===== src/rtl/div_pkg.sv =====
// Shared definitions for the sequential restoring divider.
//   state_t        : controller states (IDLE, CALC, DONE)
//   DIV_W_DEFAULT  : default operand width, matching the 2x2 multiplier product
//   cnt_w()        : width of the bit counter for a given operand width
package div_pkg;

    typedef enum logic [1:0] {
        IDLE = 2'd0,
        CALC = 2'd1,
        DONE = 2'd2
    } state_t;

    localparam int DIV_W_DEFAULT = 4;

    // Counter runs 0..WIDTH-1; never narrower than one bit.
    function automatic int cnt_w(input int w);
        return (w <= 2) ? 1 : $clog2(w);
    endfunction

endpackage


===== src/rtl/div_step.sv =====
// One combinational restoring-division step.
//   rem_i     : partial remainder before the step (always < divisor_i)
//   bit_i     : next dividend bit shifted in at the bottom
//   divisor_i : divisor
//   rem_o     : partial remainder after the step
//   qbit_o    : quotient bit produced by the step
module div_step #(
    parameter int WIDTH = 4
) (
    input  logic [WIDTH-1:0] rem_i,
    input  logic             bit_i,
    input  logic [WIDTH-1:0] divisor_i,
    output logic [WIDTH-1:0] rem_o,
    output logic             qbit_o
);

    logic [WIDTH:0] shifted;

    always_comb begin
        shifted = {rem_i, bit_i};
        // A non-negative trial difference is exactly shifted >= divisor.
        qbit_o  = (shifted >= {1'b0, divisor_i});
        // Since rem_i < divisor_i, a successful subtraction always fits in
        // WIDTH bits, and a restored value never has its top bit set.
        rem_o   = qbit_o ? WIDTH'(shifted - {1'b0, divisor_i})
                         : shifted[WIDTH-1:0];
    end

endmodule


===== src/rtl/seq_div.sv =====
// Multi-cycle restoring unsigned divider, one quotient bit per clock.
//   clk, rst_n            : clock, synchronous active-low reset
//   in_valid / in_ready   : operand handshake (dividend, divisor)
//   out_valid / out_ready : result handshake (quotient, remainder, div_by_zero)
// Divide by zero skips the iteration and returns all-ones / dividend with
// div_by_zero set. Only one operation is in flight at a time.
module seq_div
    import div_pkg::*;
#(
    parameter int WIDTH = DIV_W_DEFAULT
) (
    input  logic             clk,
    input  logic             rst_n,
    input  logic             in_valid,
    output logic             in_ready,
    input  logic [WIDTH-1:0] dividend,
    input  logic [WIDTH-1:0] divisor,
    output logic             out_valid,
    input  logic             out_ready,
    output logic [WIDTH-1:0] quotient,
    output logic [WIDTH-1:0] remainder,
    output logic             div_by_zero
);

    localparam int               CNT_W    = cnt_w(WIDTH);
    localparam logic [CNT_W-1:0] CNT_LAST = CNT_W'(WIDTH - 1);

    state_t           state_q;
    logic [CNT_W-1:0] cnt_q;
    logic [WIDTH-1:0] rem_q;
    logic [WIDTH-1:0] quot_q;
    logic [WIDTH-1:0] dvsr_q;
    logic [WIDTH-1:0] quotient_q;
    logic [WIDTH-1:0] remainder_q;
    logic             dbz_q;
    logic             in_ready_q;
    logic             out_valid_q;

    logic [WIDTH-1:0] rem_d;
    logic             qbit_d;
    logic [WIDTH-1:0] quot_d;

    // quot_q doubles as the dividend shift register: its MSB feeds the step
    // and the new quotient bit enters at the LSB.
    div_step #(
        .WIDTH(WIDTH)
    ) u_step (
        .rem_i    (rem_q),
        .bit_i    (quot_q[WIDTH-1]),
        .divisor_i(dvsr_q),
        .rem_o    (rem_d),
        .qbit_o   (qbit_d)
    );

    always_comb begin
        quot_d = {quot_q[WIDTH-2:0], qbit_d};
    end

    always_ff @(posedge clk) begin
        if (!rst_n) begin
            state_q     <= IDLE;
            cnt_q       <= '0;
            quotient_q  <= '0;
            remainder_q <= '0;
            dbz_q       <= 1'b0;
            in_ready_q  <= 1'b1;
            out_valid_q <= 1'b0;
        end else begin
            case (state_q)
                IDLE: begin
                    if (in_valid) begin
                        in_ready_q <= 1'b0;
                        if (divisor == '0) begin
                            quotient_q  <= '1;
                            remainder_q <= dividend;
                            dbz_q       <= 1'b1;
                            out_valid_q <= 1'b1;
                            state_q     <= DONE;
                        end else begin
                            rem_q   <= '0;
                            quot_q  <= dividend;
                            dvsr_q  <= divisor;
                            cnt_q   <= '0;
                            state_q <= CALC;
                        end
                    end
                end

                CALC: begin
                    rem_q  <= rem_d;
                    quot_q <= quot_d;
                    cnt_q  <= cnt_q + CNT_W'(1);
                    // Results become visible only when the last bit is done.
                    if (cnt_q == CNT_LAST) begin
                        quotient_q  <= quot_d;
                        remainder_q <= rem_d;
                        dbz_q       <= 1'b0;
                        out_valid_q <= 1'b1;
                        state_q     <= DONE;
                    end
                end

                DONE: begin
                    if (out_ready) begin
                        out_valid_q <= 1'b0;
                        dbz_q       <= 1'b0;
                        in_ready_q  <= 1'b1;
                        state_q     <= IDLE;
                    end
                end

                default: begin
                    out_valid_q <= 1'b0;
                    in_ready_q  <= 1'b1;
                    state_q     <= IDLE;
                end
            endcase
        end
    end

    assign in_ready    = in_ready_q;
    assign out_valid   = out_valid_q;
    assign quotient    = quotient_q;
    assign remainder   = remainder_q;
    assign div_by_zero = dbz_q;

endmodule

===== config.mk =====
export PLATFORM = sky130hd
export DESIGN_NAME = seq_div
export DESIGN_NICKNAME = d
export VERILOG_FILES = /design/src/rtl/div_pkg.sv /design/src/rtl/div_step.sv /design/src/rtl/seq_div.sv
export SDC_FILE = /design/constraint.sdc
export NUM_CORES = 1
export LEC_CHECK = 0
export ABC_CLOCK_PERIOD_IN_PS = 2630
export CAP_MARGIN = 20
export CORE_MARGIN = 1.5
export CORE_UTILIZATION = 50
export CTS_CLUSTER_SIZE = 20
export DETAILED_ROUTE_END_ITERATION = 12
export PLACE_DENSITY = 0.75
export SLEW_MARGIN = 25
export SYNTH_ARGS = -nofsm -noshare
export SYNTH_HDL_FRONTEND = slang
export SYNTH_HIERARCHICAL = 1
export SYNTH_SLANG_ARGS = --single-unit

===== constraint.sdc =====
create_clock -name clk -period 2.63 [get_ports clk]
set_clock_uncertainty 0.1 [all_clocks]
set_input_delay 0.263 -clock clk [delete_from_list [all_inputs] [get_ports clk]]
set_output_delay 0.263 -clock clk [all_outputs]
set_load 0.03 [all_outputs]

==> summary.txt, run 1 <==
Detailed routing
  • Via density: 5.58
  • DRT Pass-1 Iters: 4
  • DRC Markers: 0
  • Post-Route WL: 2.92 mm
  • DRT antenna net count: 0
  • WL/cell: 14.4 um
  • DR vias: 1,133
  • DRT iter0 DRCs: 35

Setup path
  • CP endpoint kind: register
  • Worst setup path category: register to register
  • WP data arrival: 2.13 ns
  • Crit path required time: 2.51 ns
  • CP Max Fanout: 14
  • Startpoint Class: register

STA
  • Period utilization: 85.5%
  • RSZ-0062 raised after global routing: false
  • Setup violators final: 0
  • Final Critical Period: 2.25 ns
  • Max-slew violations: 0
  • Total Negative Setup Slacks: 0 ns
  • Final hold violations: 0
  • Slew margin rel.: 47.0%
  • Max Fclk: 445 MHz
  • Worst-margin pin slew: 0.794 ns

Clock network
  • Hold bufs inserted after CTS: 0
  • Post-CTS sizing: 0
  • CTS sink cnt: 27
  • # H-tree levels: 1
  • Clk root buf: clkbuf_4
  • CTS tree: yes
  • CTS Buf Count: 3
  • Clk buf depth: 2
  • Clk_lat worst skew: 0.33 ns
  • Postcts setup bufs: 0
  • Clock transition time at the flip-flop clock pins of the worst setup and hold paths: 0.14 ns

Synth
  • FF+latch count, synth: 27
  • Number of synthesized flops with an enable pin: 12
  • Top_reg_cell synth: dfxtp_1
  • Syn Area/Cell: 9.95 um^2
  • Asr flop ratio synth: 0%
  • Library cells used by synthesis: 40
  • Syn Inst Count: 149
  • Register area share after synthesis: 44.6%
  • Yosys synthesis warning count: 6
  • Syn nets: 170
  • Mapped Area: 1480 um^2

Global route
  • Vias in the first global route: 1,130
  • Largest net degree at the start of global routing: 19
  • First-pass GRT wire length: 4.97 mm
  • Initial antenna violation count: 0
  • GRT Overall Usage: 19.6%
  • Gr ovfl total: 0

Place
  • Port Buf Inserts: 22
  • Final RePlAce weighted congestion: 0.806
  • HPWL Detailed: 2.29 mm

Pwr
  • Leak: 0.686 nW
  • Peak supply drop: 0.000852 V
  • Tot Pwr: 1.81 mW
  • Pwr dens: 1030 nW/um^2

Job
  • Max cap viols: 0

Floorplanning
  • Die Footprint: 3300 um^2
  • Die Width: 57.5 um
  • Cell Rows: 19
  • Number of I/O pins: 23
  • Initial Util: 53.3%
  • Core area: 2780 um^2
  • Die Ht: 57.5 um

Run status
  • Status: finished, final reports clean

Layout
  • Layout cells sized above 1: 14.5%
  • Area Overhead vs Synth: 18.7%
  • ANT cells: 0
  • Nets: 194

Worst hold path
  • Class of the worst hold path: register to register
cell usage after synthesis (2+ instances only):
master | n | area, um^2
edfxtp_1 | 12 | 360
o21ai_1 | 2 | 10.0
mux2i_1 | 3 | 30.0
a21oi_2 | 7 | 61.3
a21o_1 | 2 | 15.0
mux2_2 | 4 | 45.0
and2_1 | 6 | 37.5
ha_1 | 8 | 100
nor2b_1 | 3 | 18.8
a21oi_1 | 5 | 25.0
nand2b_1 | 3 | 18.8
nand2_1 | 10 | 37.5
dfxtp_1 | 15 | 300
nor3_1 | 4 | 20.0
a32oi_1 | 3 | 26.3
o21ai_0 | 5 | 25.0
inv_1 | 11 | 41.3
nand3_1 | 2 | 10.0
nor2_1 | 18 | 67.6
nand4_1 | 3 | 18.8
clkbuf_1 | 4 | 15.0
routing by layer:
layer	track usage, %	vias up	share of wire (%)
met2	32.6	20	51
met4	8.64	0	1.6
li1	-	569	-
met5	0	-	0
met3	3.63	4	3.7
met1	24.7	540	44
worst max-delay path, stage by stage (launching register included):
cell and delay [ns]:
dfxtp_1 0.34, inv_1 0.09, ha_1 0.46, nand3_1 0.21, a21boi_1 0.69
final cells by class:
| type | count | area [um^2] |
|---|---|---|
| well taps | 31 | 38.8 |
| inverters | 11 | 41.3 |
| fillers | 235 | 1020 |
| clock buffers | 4 | 26.3 |
| repair buffers | 25 | 243 |
| multi-input cells | 105 | 751 |
| flip-flops and latches | 27 | 661 |
cells in the final DEF (no fill, tap or decap), types with 6 or more instances in the layout:
cell type	count
inv_1	11
nand2_1	10
edfxtp_1	12
dfxtp_1	15
nor2_1	18
ha_1	8
a21oi_2	7
and2_1	6
clkdlybuf4s50_1	22
per-stage QoR:
| stage | utilization (%) | hold WS, ns | worst slack (ns) | std cells | area (um^2) |
|---|---|---|---|---|---|
| after detailed placement | 62.3 | 0.345 | 0.357 | 199 | 1730 |
| after global placement | 62.3 | 0.342 | 0.479 | 199 | 1730 |
| after CTS | 63.3 | 0.381 | 0.397 | 203 | 1760 |
| after global routing | 63.3 | 0.399 | 0.207 | 203 | 1760 |
| after floorplan | - | 0.262 | 0.626 | 149 | 1480 |
| final | 63.3 | 0.375 | 0.381 | 203 | 1760 |
sequential cells by signal (all words and copies together), names as in the netlist:
name / cells
rem_q: 4
in_ready: 1
out_valid: 1
remainder: 4
cnt_q: 2
quotient: 4
quot_q: 4
state_q: 2
div_by_zero: 1
dvsr_q: 4
final timing paths:
kind | from | end | slack (ns) | cells past startpoint
setup / recovery | state_q[0] | quot_q[2] | 0.38 | 4
hold / removal | in_ready | in_ready | 0.37 | 1
setup reg to reg | state_q[0] | quot_q[2] | 0.38 | 4
hold reg to reg | in_ready | in_ready | 0.37 | 1
where the power goes:
part | switching [mW] | leakage, nW | internal, mW
combinational | 0.590 | 0.435 | 0.414
sequential | 0.0558 | 0.236 | 0.570
clock | 0.118 | 0.0150 | 0.0596
total | 0.764 | 0.686 | 1.04
cells by family (layout without fill, tap and decap cells):
| group | count (synthesis) | count (layout) | synth area share, % |
|---|---|---|---|
| AOI/OAI and AO/OA | 32 | 32 | 17.1 |
| xor gates and xnor gates | 1 | 1 | 0.591 |
| adders and majority gates | 9 | 9 | 8.10 |
| buffers and inverters | 17 | 40 | 4.81 |
| DFF | 27 | 27 | 44.6 |
| muxes | 8 | 8 | 6.08 |
| and+or+nand+nor | 55 | 55 | 18.7 |
Note: power is estimated with default switching activity, not from simulation.
==> run 2, diff against run 1 <==
--- a/config.mk
+++ b/config.mk
@@ -11,6 +11,7 @@
 export CORE_UTILIZATION = 50
 export CTS_CLUSTER_SIZE = 20
 export DETAILED_ROUTE_END_ITERATION = 12
+export GPL_ROUTABILITY_DRIVEN = 1
 export PLACE_DENSITY = 0.75
 export SLEW_MARGIN = 25
 export SYNTH_ARGS = -nofsm -noshare
==> constraint.sdc (replaced) <==
create_clock -name clk -period 2.63 [get_ports clk]
set_clock_uncertainty 0.1 [all_clocks]
set_input_delay 0.263 -clock clk [delete_from_list [all_inputs] [get_ports clk]]
set_output_delay 0.263 -clock clk [all_outputs]
set_load 0.05 [all_outputs]
==> results of run 2 <==
Same layout as run 1 (identical final DEF). Status: finished, final reports clean.
Main changes from that run: total power 1.81 mW -> 1.89 mW; worst IR drop on VDD 0.000852 V -> 0.000915 V
